$ cat src/rtl/bus_scheduler.sv
// bus_scheduler: shared RAM/ROM time-slicing between the 6502 and the SPI loader.
// One phase counter per period of N = 2^(SPEED+1) clocks. The first half of
// the period belongs to SPI (service at phase 1, completion at phase 2) and the
// second half to the CPU (RAM write at the last phase).
module bus_scheduler #(
  parameter int SPEED = 3
) (
  input  logic        clk_i,
  input  logic        rst_i,
  input  logic [15:0] cpu_addr_i,
  input  logic [7:0]  cpu_dout_i,
  input  logic        cpu_rnw_i,
  input  logic        stall_i,
  output logic        cpu_enable_o,
  output logic        tia_enable_o,
  output logic        cpu_phi_o,
  output logic        cpu_rdy_o,
  output logic        cpu_reset_o,
  output logic [6:0]  ram_addr_o,
  output logic [7:0]  ram_din_o,
  output logic        ram_we_o,
  input  logic [7:0]  ram_dout_i,
  output logic [11:0] rom_addr_o,
  output logic [7:0]  rom_din_o,
  output logic        rom_we_o,
  input  logic        spi_wr_i,
  input  logic        spi_rd_i,
  input  logic [31:0] spi_addr_i,
  input  logic [7:0]  spi_data_i,
  output logic [7:0]  spi_data_o,
  output logic        spi_ack_o,
  output logic        spi_ovf_o,
  output logic [7:0]  ctrl_o
);

  localparam int PW = SPEED + 1;
  localparam logic [PW-1:0] PH_SVC  = PW'(1);
  localparam logic [PW-1:0] PH_LAST = {PW{1'b1}};

  logic [PW-1:0] phase;
  logic [7:0]    ctrl;

  // one-entry SPI request buffer
  logic          buf_valid;
  logic          buf_wr;
  logic [31:0]   buf_addr;
  logic [7:0]    buf_data;

  // completion-side state, live during the phase-2 cycle
  logic          ack_q;
  logic          rd_pend;
  logic          rd_ram_pend;
  logic [7:0]    rd_val_q;
  logic [7:0]    rdata_q;
  logic          ovf_q;

  logic          svc_now;
  logic          sel_rom;
  logic          sel_ram;
  logic          sel_ctrl;
  logic          strobe;
  logic          accept;
  logic          drop;
  logic          cpu_ram_we;
  logic          spi_ram_we;
  logic [7:0]    rd_value;
  logic          unused_bits;

  assign unused_bits = ^{cpu_addr_i[15:13], cpu_addr_i[11:10], cpu_addr_i[8],
                         buf_addr[23:12]};

  assign svc_now  = buf_valid && (phase == PH_SVC) && !rst_i;
  assign sel_rom  = (buf_addr[31:24] == 8'h00);
  assign sel_ram  = (buf_addr[31:24] == 8'h01);
  assign sel_ctrl = (buf_addr[31:24] == 8'hFF);

  // a strobe may refill the buffer in the very cycle it is being serviced
  assign strobe = spi_wr_i || spi_rd_i;
  assign accept = strobe && (!buf_valid || svc_now);
  assign drop   = strobe && buf_valid && !svc_now;

  assign cpu_enable_o = (phase == '0);
  assign tia_enable_o = (phase < PW'(3));
  assign cpu_phi_o    = phase[PW-1];
  assign cpu_rdy_o    = !stall_i && !ctrl[1];
  assign cpu_reset_o  = ctrl[0];
  assign ctrl_o       = ctrl;

  // CPU and SPI RAM writes live in disjoint phases, so they can never collide
  assign cpu_ram_we = (phase == PH_LAST) && !cpu_rnw_i && cpu_rdy_o && !rst_i &&
                      !cpu_addr_i[12] && !cpu_addr_i[9] && cpu_addr_i[7];
  assign spi_ram_we = svc_now && buf_wr && sel_ram;

  assign ram_we_o   = cpu_ram_we || spi_ram_we;
  assign ram_addr_o = svc_now ? buf_addr[6:0] : cpu_addr_i[6:0];
  assign ram_din_o  = svc_now ? buf_data : cpu_dout_i;

  assign rom_we_o   = svc_now && buf_wr && sel_rom;
  assign rom_addr_o = buf_addr[11:0];
  assign rom_din_o  = buf_data;

  // RAM read data only arrives in the ack cycle, so pass it straight through then
  assign rd_value   = rd_ram_pend ? ram_dout_i : rd_val_q;
  assign spi_data_o = rd_pend ? rd_value : rdata_q;
  assign spi_ack_o  = ack_q;
  assign spi_ovf_o  = ovf_q;

  // phase counter, request buffer, service bookkeeping and control register
  always_ff @(posedge clk_i) begin
    if (rst_i) begin
      phase       <= '0;
      ctrl        <= 8'h00;
      buf_valid   <= 1'b0;
      buf_wr      <= 1'b0;
      buf_addr    <= 32'h0;
      buf_data    <= 8'h00;
      ack_q       <= 1'b0;
      rd_pend     <= 1'b0;
      rd_ram_pend <= 1'b0;
      rd_val_q    <= 8'h00;
      rdata_q     <= 8'h00;
      ovf_q       <= 1'b0;
    end else begin
      phase       <= phase + PW'(1);
      ack_q       <= svc_now;
      rd_pend     <= svc_now && !buf_wr;
      rd_ram_pend <= svc_now && !buf_wr && sel_ram;
      if (svc_now) begin
        rd_val_q <= sel_ctrl ? ctrl : 8'h00;
      end
      if (svc_now && buf_wr && sel_ctrl) begin
        ctrl <= buf_data;
      end
      if (rd_pend) begin
        rdata_q <= rd_value;
      end
      if (drop) begin
        ovf_q <= 1'b1;
      end
      if (accept) begin
        buf_valid <= 1'b1;
        buf_wr    <= spi_wr_i;
        buf_addr  <= spi_addr_i;
        buf_data  <= spi_data_i;
      end else if (svc_now) begin
        buf_valid <= 1'b0;
      end
    end
  end

endmodule

$ cat config.mk
export PLATFORM = sky130hd
export DESIGN_NAME = bus_scheduler
export DESIGN_NICKNAME = d
export VERILOG_FILES = /design/src/rtl/bus_scheduler.sv
export SDC_FILE = /design/constraint.sdc
export NUM_CORES = 1
export LEC_CHECK = 0
export ABC_CLOCK_PERIOD_IN_PS = 2430
export CORE_MARGIN = 3
export CORE_UTILIZATION = 30
export CTS_BUF_LIST = sky130_fd_sc_hd__clkbuf_8
export DETAILED_ROUTE_END_ITERATION = 10
export HOLD_SLACK_MARGIN = 0.03
export PLACE_DENSITY = 0.68
export SLEW_MARGIN = 30
export SYNTH_ARGS = -nofsm -noshare
export SYNTH_HDL_FRONTEND = slang
export SYNTH_SLANG_ARGS = --single-unit
$ cat constraint.sdc
create_clock -name clk_i -period 2.43 [get_ports clk_i]
set_input_delay 0.243 -clock clk_i [delete_from_list [all_inputs] [get_ports clk_i]]
set_output_delay 0.243 -clock clk_i [all_outputs]
set_load 0.05 [all_outputs]
After elaboration in Yosys (flattened, before gate mapping)
Cells that the tools add are included.
{"block": "totals", "regBits": 74, "out_inout_bits": 60}
{"block": "classes", "add_sub_neg": 1, "n_lt_le_gt_ge": 1, "eq_ne": 4, "mux": 7, "n_reduce_logical": 33}
{"op": "8-bit two-way mux", "count": 4}
{"op": "1-bit logical AND", "count": 18}
{"op": "1-bit zero test", "count": 9}
{"op": "8-bit by 1-bit equality test with 1-bit output, second input constant", "count": 1}
{"op": "8-bit equality test, second input constant", "count": 1}
{"op": "8-bit zero test", "count": 1}
{"op": "7-bit two-way mux", "count": 1}
{"op": "4-bit by 1-bit adder with 4-bit output, second input constant", "count": 1}
{"op": "4-bit by 1-bit equality test with 1-bit output, second input constant", "count": 1}
{"op": "4-bit equality test, second input constant", "count": 1}
{"op": "4-bit zero test", "count": 1}
{"op": "4-bit by 2-bit less-than comparator with 1-bit output, second input constant", "count": 1}
{"op": "1-bit logical OR", "count": 3}
{"op": "1-bit two-way mux", "count": 2}
{"op": "2-bit nonzero test", "count": 1}

Depth between registers and ports, before layout
{"block": "logic_depth", "depth_word": 8, "mapped_depth": 7, "ltp_nobuf": 5}

Least setup slack after synthesis
Ideal clock, no wire load.
{"block": "synth_timing", "path_kind": "register -> output", "start": "register ctrl[1] (netlist: ctrl_o[1])", "end": "output ram_we_o", "arrival_ns": 2.150, "required_time_ns": 2.187, "path_slack_ns": 0.037, "path_stages_with_launch": 4, "path_buffers": 0, "cell_sequence": "dfxtp_1 nor2_1 nand2_1 o22ai_1"}
{"block": "synth_via", "elab_chain_cells": 8}
{"element": "start, declared", "line": "41", "rtl": "logic [7:0] ctrl;"}
{"element": "start signal, assigned", "line": "132", "rtl": "ctrl <= buf_data;"}
{"element": "1-bit zero test", "line": "85", "rtl": "assign cpu_rdy_o = !stall_i && !ctrl[1];"}
{"element": "1-bit logical AND", "line": "85"}
{"element": "via cpu_rdy_o", "line": "17", "rtl": "output logic cpu_rdy_o,"}
{"element": "1-bit logical AND (3 in series)", "line": "90", "rtl": "assign cpu_ram_we = (phase == PH_LAST) && !cpu_rnw_i && cpu_rdy_o && !rst_i &&"}
{"element": "1-bit logical AND (2 in series)", "line": "91", "rtl": "!cpu_addr_i[12] && !cpu_addr_i[9] && cpu_addr_i[7];"}
{"element": "1-bit logical OR", "line": "94", "rtl": "assign ram_we_o = cpu_ram_we || spi_ram_we;"}
{"element": "end, declared", "line": "21", "rtl": "output logic ram_we_o,"}
The timed path passes the listed nets, and every way through them passes these cells.

Worst setup path after layout
{"block": "layout_timing", "start": "register phase[0]", "end": "output ram_din_o[7]"}
{"block": "layout_via", "elab_chain_cells": 4}
{"element": "start, declared", "line": "40", "rtl": "logic [PW-1:0] phase;"}
{"element": "start signal, assigned", "line": "124", "rtl": "phase <= phase + PW'(1);"}
{"element": "4-bit by 1-bit equality test with 1-bit output", "line": "72", "rtl": "assign svc_now = buf_valid && (phase == PH_SVC) && !rst_i;"}
{"element": "1-bit logical AND (2 in series)", "line": "72"}
{"element": "8-bit two-way mux", "line": "96", "rtl": "assign ram_din_o = svc_now ? buf_data : cpu_dout_i;"}
{"element": "end, declared", "line": "20", "rtl": "output logic [7:0] ram_din_o,"}
Every way passes these cells.

==> impl_metrics.toml <==
[sta]
fin_skew_ns = 0.0153
finalCritPeriodShare_pct = 95.5
fmax_mhz = 431
slew_viol_final = 0
setup_violations = 0
post-route-min-period_ns = 2.32
worst_slew_pin_slew_ns = 0.584
grt_setup_unrepaired = "no"
setup_tns_ns = 0
hold_violations = 0
relSlewSlack_pct = 60.9

[yosys]
ys_warn_count = 0
synth_edf_count = 0
syn_nets = 386
synthCells = 305
yosys-top-cells-area = "dfxtp_1 41%, mux2i_1 15%, nand2b_1 14%"
ys_async_sr_fraction_pct = 0
synth-seq-cells = 62
yosysMostFrequentCell = "nand2b_1"
yosysTopAreaCell = "dfxtp_1"
synth.distinct_cells = 35
synth_top_area_share_pct = 41.2
syn_area_sq_um = 3010
synth_ff_type = "dfxtp_1"
synth-seq-area-share_pct = 41.2
yosys-top-cells-count = "65 x nand2b_1, 62 x dfxtp_1, 44 x mux2i_1, 15 x mux2_2, 15 x nor2_1"
synth_area_per_cell_sq_um = 9.87

[route]
wl_um = 7400
wl_per_cell_um = 13.6
antenna_left = 0
drtPass1Iterations = 6
drc_errors = 0
via_per_inst = 4.43
vias = 2408
first_iter_violations = 102

[run]
cap_violations = 0

[place]
port_buffers = 119
dp_cells = 527
dp.final_hpwl_um = 5530
gp_congestion = 0.750

[final_layout]
fin_nets = 490
drive_gt1_share_pct = 15.7
fill_cells = 943
syn2layout_area_growth_pct = 46.8
diodes = 0
final_core_utilization_pct = 46.5
fin_cells = 543

[pwr]
p_leak_nw = 1.72
power_density_nw_per_um2 = 632
ir_drop_mv = 0.280

[setup_path]
max_stage_delay_ns = 0.41
cp_cell_sequence = "ha_1, nand3b_1, nor3_4, buf_12, mux2_2, buf_4"
startpoint_type = "flip-flop"
cp_data_required_time_ns = 2.19
cp_max_fo = 18
cp-end-kind = "primary output"
critPathKind = "reg -> out"
cp_slowest_cell = "dfxtp_1"
crit_arrival_ns = 2.08

[global_route]
grtUsageTotal_pct = 13.7
grt_max_degree = 53
grt_overflow = 0
antenna_found_initial = 0
grt_pass1_vias = 2473
grt_pass1_wl_um = 12200

[floorplan]
dieHeight_um = 106
core_sq_um = 9500
rows = 35
die_area_sq_um = 11300
io_pins = 138
initial_core_util_pct = 31.7
die_x_um = 106

[clocking]
cts_inserted_buffers = 9
clkTransAtPathRegs_ns = 0.06
cts_tree = "done"
clk_latency_ns = 0.35
root_buffer = "clkbuf_8"
h-tree-depth = 3
cts_num_sinks = 62
ctsLongestPathBuffers = 2

[outcome]
run_status = "finished, final reports clean"

[min_path]
hold_path_class = "in -> reg"
critical path, delay by kind of cell (launching register included):
kind | cells | cell delay (ns)
flip-flops | 1 | 0.41
buffers and inverters | 2 | 0.40
multiplexers | 1 | 0.37
AND/OR/NAND/NOR | 2 | 0.34
adder cells (fa/ha/maj) | 1 | 0.23
flip-flops by register name, indices dropped and copies added, names as in the netlist:
name         count
rom_din_o        8
spi_ack_o        1
buf_addr        20
phase            4
buf_valid        1
buf_wr           1
ctrl_o           8
rd_ram_pend      1
rdata_q          8
rd_val_q         8
rd_pend          1
spi_ovf_o        1
cells by family after synthesis:
family | synth area share (%)
and+or+nand+nor | 22.7
adders and majority gates | 1.25
DFF | 41.2
muxes | 20.2
AOI/OAI and AO/OA | 5.03
buffers and inverters | 8.94
xor gates and xnor gates | 0.582
power by group:
| group | internal, W | switching [W] |
|---|---|---|
| clock network | 0.000592 | 0.000459 |
| registers | 0.00107 | 0.0000398 |
| logic | 0.000279 | 0.000356 |
placed cells by master (no fill, tap or decap), types with 4 or more instances in the layout:
master           count
nor2b_1             10
dfxtp_1             62
mux2i_1             44
a21oi_1             10
nand2b_1            65
o32ai_1              8
clkdlybuf4s50_1     95
buf_12               4
nor2_1              15
buf_4               26
mux2_2              15
clkbuf_8             9
inv_1               12
inv_6                4
layer usage:
layer	track usage, %	share of wire [%]	up-vias
li1	-	-	1226
met2	22.2	48	86
met1	16.2	43	1093
met5	0	0	-
met3	5.46	8.2	3
met4	5.00	0.49	0
through the flow:
| stage | hold slack (ns) | power [W] | instance area [sq um] | setup WS, ns |
|---|---|---|---|---|
| 2_1_floorplan | 0.398 | 0.00155 | 3010 | 0.0369 |
| 3_3_place_gp | 0.440 | 0.00176 | 4180 | 0.422 |
| 3_5_place_dp | 0.439 | 0.00177 | 4180 | 0.390 |
| 4_1_cts | 0.352 | 0.00283 | 4410 | 0.0370 |
| 5_1_grt | 0.362 | 0.00292 | 4420 | 0.00944 |
| 6_report | 0.370 | 0.00279 | 4420 | 0.110 |
final timing paths:
| check | slack (ns) | to | from | depth (start not counted) |
|---|---|---|---|---|
| hold / removal | 0.37 | rd_pend | rst_i | 3 |
| setup reg to reg | 0.53 | buf_addr[24] | phase[0] | 5 |
| setup / recovery | 0.11 | ram_din_o[7] | phase[0] | 6 |
| hold reg to reg | 0.45 | spi_ovf_o | spi_ovf_o | 2 |
cell type report:
cell class / instances / area, sq um / share of cell area [%]
well taps: 129 / 161 / 3.65
multi-input cells: 198 / 1510 / 34.3
flip-flops and latches: 62 / 1240 / 28.1
inverters: 12 / 45.0 / 1.02
repair buffers: 126 / 1230 / 27.9
clock inverters: 7 / 103 / 2.32
clock buffers: 9 / 124 / 2.80
timing repair:
action	4_1_cts	5_1_grt
endpoints found under the hold margin	0	0
hold buffers	0	0
buffers inserted	0	0
setup endpoints to repair	0	15
resized for setup	0	3
Note: power is estimated with default switching activity, not from simulation.
